<file path="src/rtl/id_ex_stage.sv">
`default_nettype none
// ============================================================================
//  Module   : id_ex_stage
//  Purpose  : ID/EX pipeline register of an in-order integer pipeline.
//             Captures the decoded instruction into the EX stage. It also
//             detects load-use hazards against the instruction currently in
//             EX, inserts a single bubble for each one, and counts the bubbles
//             in a saturating counter.
//  Ports    : clk_i, rst_n_i           clock, async active-low reset
//             id_valid_i, ctrl_i       decode-stage valid and control bundle
//             pc_i, rs*_data_i, imm_i  decode-stage datapath values
//             rs1/rs2/rd_addr_i        register indices
//             funct3_i, funct7b5_i     ALU function fields
//             stall_i, flush_i         downstream stall / redirect kill
//             ex_*_o                   registered EX-stage copies
//             hazard_o                 combinational load-use hazard
//             bubble_cnt_o             saturating count of inserted bubbles
//  Revision : 1.0  initial release
// ============================================================================
module id_ex_stage #(
  parameter int CTRL_WIDTH = 16,
  parameter int XLEN       = 32
) (
  input  logic                  clk_i,
  input  logic                  rst_n_i,
  input  logic                  id_valid_i,
  input  logic [CTRL_WIDTH-1:0] ctrl_i,
  input  logic [XLEN-1:0]       pc_i,
  input  logic [XLEN-1:0]       rs1_data_i,
  input  logic [XLEN-1:0]       rs2_data_i,
  input  logic [XLEN-1:0]       imm_i,
  input  logic [4:0]            rs1_addr_i,
  input  logic [4:0]            rs2_addr_i,
  input  logic [4:0]            rd_addr_i,
  input  logic [2:0]            funct3_i,
  input  logic                  funct7b5_i,
  input  logic                  stall_i,
  input  logic                  flush_i,
  output logic                  ex_valid_o,
  output logic [CTRL_WIDTH-1:0] ex_ctrl_o,
  output logic [XLEN-1:0]       ex_pc_o,
  output logic [XLEN-1:0]       ex_rs1_data_o,
  output logic [XLEN-1:0]       ex_rs2_data_o,
  output logic [XLEN-1:0]       ex_imm_o,
  output logic [4:0]            ex_rs1_addr_o,
  output logic [4:0]            ex_rs2_addr_o,
  output logic [4:0]            ex_rd_addr_o,
  output logic [2:0]            ex_funct3_o,
  output logic                  ex_funct7b5_o,
  output logic                  hazard_o,
  output logic [15:0]           bubble_cnt_o
);

  // Control bundle bit positions
  localparam int CB_MEM_WE = 2;
  localparam int CB_MEM_RE = 3;
  localparam int CB_BRANCH = 4;
  localparam int CB_ALUSRC = 5;
  localparam int CB_JAL    = 8;

  localparam logic [15:0] CNT_MAX = 16'hFFFF;

  logic                  valid_q,    valid_d;
  logic [CTRL_WIDTH-1:0] ctrl_q,     ctrl_d;
  logic [XLEN-1:0]       pc_q,       pc_d;
  logic [XLEN-1:0]       rs1_data_q, rs1_data_d;
  logic [XLEN-1:0]       rs2_data_q, rs2_data_d;
  logic [XLEN-1:0]       imm_q,      imm_d;
  logic [4:0]            rs1_addr_q, rs1_addr_d;
  logic [4:0]            rs2_addr_q, rs2_addr_d;
  logic [4:0]            rd_addr_q,  rd_addr_d;
  logic [2:0]            funct3_q,   funct3_d;
  logic                  funct7b5_q, funct7b5_d;
  logic [15:0]           bubble_cnt_q, bubble_cnt_d;

  logic w_rs1_used;
  logic w_rs2_used;
  logic w_ex_is_load;
  logic w_hazard;

  // jal has no rs1 source; rs2 is read by reg-reg ALU ops, stores and branches.
  assign w_rs1_used   = id_valid_i & ~ctrl_i[CB_JAL];
  assign w_rs2_used   = id_valid_i & (ctrl_i[CB_ALUSRC] | ctrl_i[CB_MEM_WE] |
                                      ctrl_i[CB_BRANCH]);
  // x0 is never a real destination, so a load to x0 cannot cause a stall.
  assign w_ex_is_load = valid_q & ctrl_q[CB_MEM_RE] & (rd_addr_q != 5'd0);

  // A redirect kills the decode instruction anyway, so holding upstream for it
  // would only waste a cycle.
  assign w_hazard = ~flush_i & w_ex_is_load &
                    ((w_rs1_used & (rs1_addr_i == rd_addr_q)) |
                     (w_rs2_used & (rs2_addr_i == rd_addr_q)));

  always_comb begin
    valid_d      = valid_q;
    ctrl_d       = ctrl_q;
    pc_d         = pc_q;
    rs1_data_d   = rs1_data_q;
    rs2_data_d   = rs2_data_q;
    imm_d        = imm_q;
    rs1_addr_d   = rs1_addr_q;
    rs2_addr_d   = rs2_addr_q;
    rd_addr_d    = rd_addr_q;
    funct3_d     = funct3_q;
    funct7b5_d   = funct7b5_q;
    bubble_cnt_d = bubble_cnt_q;

    if (flush_i) begin
      // Datapath holds; only valid/ctrl must be cleared so the kill is safe.
      valid_d = 1'b0;
      ctrl_d  = '0;
    end else if (stall_i) begin
      // Everything holds (defaults above).
    end else if (w_hazard) begin
      valid_d = 1'b0;
      ctrl_d  = '0;
      if (bubble_cnt_q != CNT_MAX) begin
        bubble_cnt_d = bubble_cnt_q + 16'd1;
      end
    end else begin
      valid_d    = id_valid_i;
      ctrl_d     = id_valid_i ? ctrl_i : '0;
      pc_d       = pc_i;
      rs1_data_d = rs1_data_i;
      rs2_data_d = rs2_data_i;
      imm_d      = imm_i;
      rs1_addr_d = rs1_addr_i;
      rs2_addr_d = rs2_addr_i;
      rd_addr_d  = rd_addr_i;
      funct3_d   = funct3_i;
      funct7b5_d = funct7b5_i;
    end
  end

  always_ff @(posedge clk_i or negedge rst_n_i) begin
    if (!rst_n_i) begin
      valid_q      <= 1'b0;
      ctrl_q       <= '0;
      pc_q         <= '0;
      rs1_data_q   <= '0;
      rs2_data_q   <= '0;
      imm_q        <= '0;
      rs1_addr_q   <= '0;
      rs2_addr_q   <= '0;
      rd_addr_q    <= '0;
      funct3_q     <= '0;
      funct7b5_q   <= 1'b0;
      bubble_cnt_q <= '0;
    end else begin
      valid_q      <= valid_d;
      ctrl_q       <= ctrl_d;
      pc_q         <= pc_d;
      rs1_data_q   <= rs1_data_d;
      rs2_data_q   <= rs2_data_d;
      imm_q        <= imm_d;
      rs1_addr_q   <= rs1_addr_d;
      rs2_addr_q   <= rs2_addr_d;
      rd_addr_q    <= rd_addr_d;
      funct3_q     <= funct3_d;
      funct7b5_q   <= funct7b5_d;
      bubble_cnt_q <= bubble_cnt_d;
    end
  end

  assign ex_valid_o    = valid_q;
  assign ex_ctrl_o     = ctrl_q;
  assign ex_pc_o       = pc_q;
  assign ex_rs1_data_o = rs1_data_q;
  assign ex_rs2_data_o = rs2_data_q;
  assign ex_imm_o      = imm_q;
  assign ex_rs1_addr_o = rs1_addr_q;
  assign ex_rs2_addr_o = rs2_addr_q;
  assign ex_rd_addr_o  = rd_addr_q;
  assign ex_funct3_o   = funct3_q;
  assign ex_funct7b5_o = funct7b5_q;
  assign hazard_o      = w_hazard;
  assign bubble_cnt_o  = bubble_cnt_q;

endmodule
`default_nettype wire

</file>
<file path="config.mk">
export PLATFORM = sky130hd
export DESIGN_NAME = id_ex_stage
export DESIGN_NICKNAME = d
export VERILOG_FILES = /design/src/rtl/id_ex_stage.sv
export SDC_FILE = /design/constraint.sdc
export NUM_CORES = 1
export LEC_CHECK = 0
export BUFFER_PORTS_ARGS = -buffer_cell sky130_fd_sc_hd__buf_4
export CORE_AREA = 4 4 133 135
export DETAILED_ROUTE_END_ITERATION = 8
export DIE_AREA = 0 0 137 139
export GPL_ROUTABILITY_DRIVEN = 0
export PLACE_DENSITY_LB_ADDON = 0.25
export SLEW_MARGIN = 25
export SYNTH_ARGS = -nofsm -noshare
export SYNTH_HDL_FRONTEND = slang
export SYNTH_SLANG_ARGS = --single-unit
export TNS_END_PERCENT = 5
</file>
<file path="constraint.sdc">
create_clock -name clk_i -period 5.8 [get_ports clk_i]
set_clock_uncertainty 0.2 [all_clocks]
set_input_delay 1.16 -clock clk_i [delete_from_list [all_inputs] [get_ports clk_i]]
set_output_delay 1.16 -clock clk_i [all_outputs]
set_load 0.005 [all_outputs]
</file>
Yosys cells after proc, flatten, opt, wreduce, memory -nomap -nowiden
Index checks and enable logic that the tools add are counted.
{"block": "classes", "addsub": 1, "mul": 0, "n_div": 0, "magnitude_cmp": 0, "n_eq_ne": 4, "shift": 0, "n_mux": 7, "bitwise": 15, "reduce_logical": 3}
{"operator": "16-bit 2-to-1 mux", "count": 4}
{"operator": "16-bit by 1-bit adder with 16-bit output (second input constant)", "count": 1}
{"operator": "16-bit != test (second input constant)", "count": 1}
{"operator": "5-bit == test", "count": 2}
{"operator": "1-bit bitwise AND", "count": 8}
{"operator": "5-bit nonzero test", "count": 1}
{"operator": "1-bit NOT", "count": 4}
{"operator": "4-bit AND reduction", "count": 1}
{"operator": "1-bit 2-to-1 mux", "count": 3}
{"operator": "1-bit bitwise OR", "count": 3}
{"operator": "3-bit AND reduction", "count": 1}
{"operator": "2-bit by 1-bit != test with 1-bit output (second input constant)", "count": 1}
{"block": "totals", "ff_bits": 180, "latchBits": 0, "ramBits": 0, "romBits": 0, "input_bits": 168, "output_inout_bits": 181, "elab_cells": 42, "memories": 0}

Depth between registers and ports, before layout
{"block": "depth", "depth_word": 9, "ltp_mapped": 7, "mapped_depth_nobuf": 6}

Worst setup path after synthesis
No wires, ideal clock.
{"block": "synth_path", "path_type": "in2out", "start": "input rs1_addr_i[1]", "end": "output hazard_o", "arrival_time_ns": 2.309, "required_ns": 4.440, "path_slack_ns": 2.131, "stages": 5, "path_buffers": 1, "path_cell_list": "xnor2_1 -> nand4_1 -> o32ai_4 -> clkbuf_1 -> and2_1"}
{"block": "synth_via", "elab_chain_cells": 4}
{"item": "start, declared", "line": "32", "rtl": "input logic [4:0] rs1_addr_i,"}
{"item": "5-bit == test", "line": "91", "rtl": "((w_rs1_used & (rs1_addr_i == rd_addr_q)) |"}
{"item": "1-bit bitwise AND", "line": "91"}
{"item": "1-bit bitwise OR", "line": "91"}
{"item": "1-bit bitwise AND", "line": "90", "rtl": "assign w_hazard = ~flush_i & w_ex_is_load &"}
{"item": "end, declared", "line": "50", "rtl": "output logic hazard_o,"}
No other way between the ends.

Final worst setup path
{"block": "layout_path", "start": "input rs1_addr_i[4]", "end": "output hazard_o"}
The elaborated chain is that of the path after synthesis.

==> metrics.log <==
INFO  metric status = complete, no violations
INFO  metric fin_crit = between 4 and 5 ns
INFO  metric route.vias.total = 5,146
INFO  metric unrepaired_setup_endpoints_after_global_routing = no
INFO  metric timing.critical_path.fanout_max = 18
INFO  metric startpoint_type = primary input
INFO  metric place.detailed.instances = 1,001
INFO  metric hold_buffers = 0
INFO  metric netlist-cell-type-count = 38
INFO  metric layout-area-overhead-vs-synth = 42.5%
INFO  metric maximum_number_of_pins_on_one_net_before_global_route_repair = 98
INFO  metric cts_tree = built
INFO  metric post_synth.cell_area_avg = roughly 17 um^2
INFO  metric die_width = approximately 140 um
INFO  metric fin_tns_setup = 0 ns
INFO  metric finalSetupViolCount = 0
INFO  metric route.detailed.wl_per_inst = 20.2 um
INFO  metric fillCellCount = 1,284
INFO  metric power_density = between 300 and 400 nW/um^2
INFO  metric numCtsBuffers = 17
INFO  metric synthesis.nets = 619
INFO  metric setup.reg_to_reg.worst_slack = roughly 2.7 ns
INFO  metric final-max-slew-violation-count = 0
INFO  metric nets = 969
INFO  metric placement.setup.worst_slack = 1.76 ns
INFO  metric antenna_cells = 0
INFO  metric grt_util_met2 = around 37%
INFO  metric r2r_end = ex_funct3_o[2]
INFO  metric synth-seq-cells = 180
INFO  metric final_util = 65.8%
INFO  metric startpoint_of_the_most_critical_register_to_register_path = ex_rd_addr_o[2]
INFO  metric drt_iter0_drc = 227
INFO  metric groute.usage.overall = between 20% and 30%
INFO  metric hp-class = reg2reg
INFO  metric leak = 5.36 nW
INFO  metric clock_insertion_delay_worst_skew = 0.42 ns
INFO  metric post_synth_instance_area = between 7000 and 8000 um^2
INFO  metric final_antenna_net_count = 0
INFO  metric synth.yosys.warnings = 0
INFO  metric holdCritStartpoint = ex_rs1_data_o[30]
INFO  metric floorplan.core_area = 16,500 um^2
INFO  metric grt_first_pass_wirelength = 31.3 mm
INFO  metric drv_cap = 0
INFO  metric setup_slack = 1.77 ns
INFO  metric count_of_endpoints_failing_hold_in_the_final_timing_report = 0
INFO  metric worst_setup_path_startpoint = rs1_addr_i[4]
INFO  metric clock_sink_count = 180
INFO  metric clock_buffer_depth = 2
INFO  metric cp.required = 4.44 ns
INFO  metric dp.final_hpwl = approximately 16 mm
INFO  metric first_global_vias = 5,409
INFO  metric grtUsageMet3 = around 6.4%
INFO  metric cpMostUsedCell = sky130_fd_sc_hd__buf_4
INFO  metric timing.reg2reg.worst_path_depth = 5
INFO  metric drc = 0
INFO  metric critical_path.n_buffers_inverters = 2
INFO  metric clkTransAtPathRegs = 0.06 ns
INFO  metric layout-drive-gt1-share = 62.3%
INFO  metric worst_path_dominant_cell_family = compound AO/OA/AOI/OAI gates
INFO  metric worst_hold_path.num_cells = 1
INFO  metric timing.final.crit_share = 69.6%
INFO  metric critical_path.max_stage_delay = 0.71 ns
INFO  metric htree_num_levels = 4
INFO  metric postRouteWirelength = 20.8 mm
INFO  metric globalRouteMet1Util = 25.4%
INFO  metric final_cells = about 1,000
INFO  metric fin_worst_hold_slack = 0.284 ns
INFO  metric post_cts_resize_count = 0
INFO  metric buffer_ports.inserted = approximately 350
INFO  metric synthesized_instance_count = 450
INFO  metric post_cts_repair_timing_setup_buffer_count = 0
INFO  metric timing_worst_setup_path_type = in2out
INFO  metric hold_path_end = ex_rs1_data_o[30]
INFO  metric grt-busiest-layer = met2
INFO  metric viasPerCell = between 4 and 5
INFO  metric fmax = 0.248 GHz
INFO  metric crit_path_cell_trace = buf_4 -> xnor2_1 -> nand4_1 -> o32ai_4 -> and2_1 -> buf_4
INFO  metric global_route.overflow_total = 0
INFO  metric slew_worst_pin = 0.989 ns
INFO  metric start_util = between 40% and 50%
INFO  metric placementRows = 47
INFO  metric boundaryPins = about 350
INFO  metric relSlewSlack = 34.1%
INFO  metric clockRootBuffer = sky130_fd_sc_hd__clkbuf_16
INFO  metric dieArea = 19,000 um^2
INFO  metric slowest_stage = sky130_fd_sc_hd__o32ai_4
INFO  metric timing.critical_path.arrival = between 2 and 3 ns
INFO  metric synth_seq_area_share = roughly 60%
INFO  metric dieHeight = ~140 um
INFO  metric detail_route.first_pass.iterations = 4
INFO  metric ir_drop_worst_vdd = about 220 uV
INFO  metric antenna_found_initial = 0
INFO  metric critical_path_endpoint_category = output pin
-- worst register-to-register path, cell delays in order (launching register included) --
cell	delay, ns
sky130_fd_sc_hd__dfrtp_1	0.49
sky130_fd_sc_hd__or4_1	0.56
sky130_fd_sc_hd__o21a_1	0.28
sky130_fd_sc_hd__a21oi_4	0.22
sky130_fd_sc_hd__buf_4	0.76
sky130_fd_sc_hd__mux2_2	0.51
-- cell type report --
type                    count  area [um^2]  share of cell area [%]
clock buffers              22          464                    4.28
clock inverters             8          126                    1.17
inverters                   3         11.3                   0.104
multi-input cells         246         2800                    25.8
flip-flops and latches    180         4500                    41.6
well taps                 220          275                    2.54
repair buffers            352         2660                    24.5
-- synthesized netlist by cell type --
cell / count / area (um^2)
sky130_fd_sc_hd__nor2b_1: 1 / 6.26
sky130_fd_sc_hd__nand2_1: 3 / 11.3
sky130_fd_sc_hd__clkbuf_1: 3 / 11.3
sky130_fd_sc_hd__o32ai_4: 1 / 27.5
sky130_fd_sc_hd__buf_4: 1 / 7.51
sky130_fd_sc_hd__buf_1: 1 / 3.75
sky130_fd_sc_hd__nand3b_1: 1 / 7.51
sky130_fd_sc_hd__mux2_2: 20 / 225
sky130_fd_sc_hd__a21oi_4: 1 / 16.3
sky130_fd_sc_hd__and4b_1: 1 / 10.0
sky130_fd_sc_hd__o21ai_0: 2 / 10.0
sky130_fd_sc_hd__buf_2: 1 / 5.00
sky130_fd_sc_hd__nor4b_1: 2 / 17.5
sky130_fd_sc_hd__nand4_1: 15 / 93.8
sky130_fd_sc_hd__xnor2_1: 21 / 184
sky130_fd_sc_hd__dfrtp_1: 180 / 4500
sky130_fd_sc_hd__xor2_1: 2 / 17.5
sky130_fd_sc_hd__o21a_1: 1 / 7.51
sky130_fd_sc_hd__buf_12: 11 / 220
sky130_fd_sc_hd__buf_6: 4 / 45.0
sky130_fd_sc_hd__nor3_1: 2 / 10.0
sky130_fd_sc_hd__ha_1: 1 / 12.5
sky130_fd_sc_hd__nor3b_1: 2 / 15.0
sky130_fd_sc_hd__a21oi_2: 2 / 17.5
sky130_fd_sc_hd__or3_1: 1 / 6.26
sky130_fd_sc_hd__and2_1: 1 / 6.26
sky130_fd_sc_hd__or2_2: 1 / 6.26
sky130_fd_sc_hd__o31ai_1: 1 / 7.51
sky130_fd_sc_hd__inv_1: 3 / 11.3
sky130_fd_sc_hd__nor2_1: 4 / 15.0
sky130_fd_sc_hd__a22o_1: 16 / 140
sky130_fd_sc_hd__a21o_1: 1 / 7.51
sky130_fd_sc_hd__and3_1: 6 / 37.5
sky130_fd_sc_hd__or4_1: 1 / 7.51
sky130_fd_sc_hd__o311ai_0: 1 / 8.76
sky130_fd_sc_hd__mux2_4: 100 / 1500
sky130_fd_sc_hd__nand3_1: 5 / 25.0
sky130_fd_sc_hd__mux2_1: 30 / 338
-- per-layer routing --
metal  share of wire [%]  wire, um
met1                  37      7800
met2                  51     10700
met3                 8.9      1860
met4                 2.1       433
met5                   0         0
-- power by group --
| part | switching (W) | internal, W | total, W |
|---|---|---|---|
| registers | 0.000101 | 0.00141 | 0.00151 |
| logic | 0.000230 | 0.000449 | 0.000679 |
| clock network | 0.000472 | 0.000699 | 0.00117 |
-- registers in the layout (all words and copies together) (netlist names), 3 cells and up --
register	flops
bubble_cnt_o	16
ex_rd_addr_o	5
ex_rs1_data_o	32
ex_ctrl_o	16
ex_rs2_data_o	32
ex_rs1_addr_o	5
ex_funct3_o	3
ex_imm_o	32
ex_rs2_addr_o	5
ex_pc_o	32
-- placed cells by master (no fill, tap or decap), drive strengths merged, types with 2 or more instances in the layout --
master  synthesis  layout
and3            6       6
xnor2          21      21
nor2            4       4
mux2          150     150
xor2            2       2
nand4          15      15
nor4b           2       2
nor3b           2       2
a21oi           3       3
nor3            2       2
inv             3       4
a22o           16      16
o21ai           2       2
clkinv          0       4
nand3           5       5
clkbuf          3      22
dfrtp         180     180
bufinv          0       3
nand2           3       3
buf            18     352
-- metrics by stage --
step                      total power (W)  instance area (um^2)
final                             0.00336                 10800
after global routing              0.00351                 10800
after CTS                         0.00340                 10800
after detailed placement          0.00222                 10200
after global placement            0.00220                 10200
after floorplan                   0.00180                  7600
-- worst max path at each step --
stage | to | slack, ns | cells past startpoint
detailed placement | ex_funct3_o[2] | 1.76 | 6
global route | hazard_o | 1.68 | 6
CTS | hazard_o | 1.76 | 6
floorplan | hazard_o | 2.13 | 5
finish | hazard_o | 1.77 | 6
global placement | hazard_o | 1.77 | 6
-- cells by family (layout without fill, tap and decap cells) --
group                      count (synthesis)  after routing  share of synthesized area, %
and+or+nand+nor                           46             46                          3.62
buffers and inverters                     24            385                          4.00
AOI/OAI and AO/OA                         26             26                          3.19
muxes                                    150            150                          27.1
xor gates and xnor gates                  23             23                          2.65
adders and majority gates                  1              1                         0.165
DFF                                      180            180                          59.2
Power figures use the tool's default switching activity.
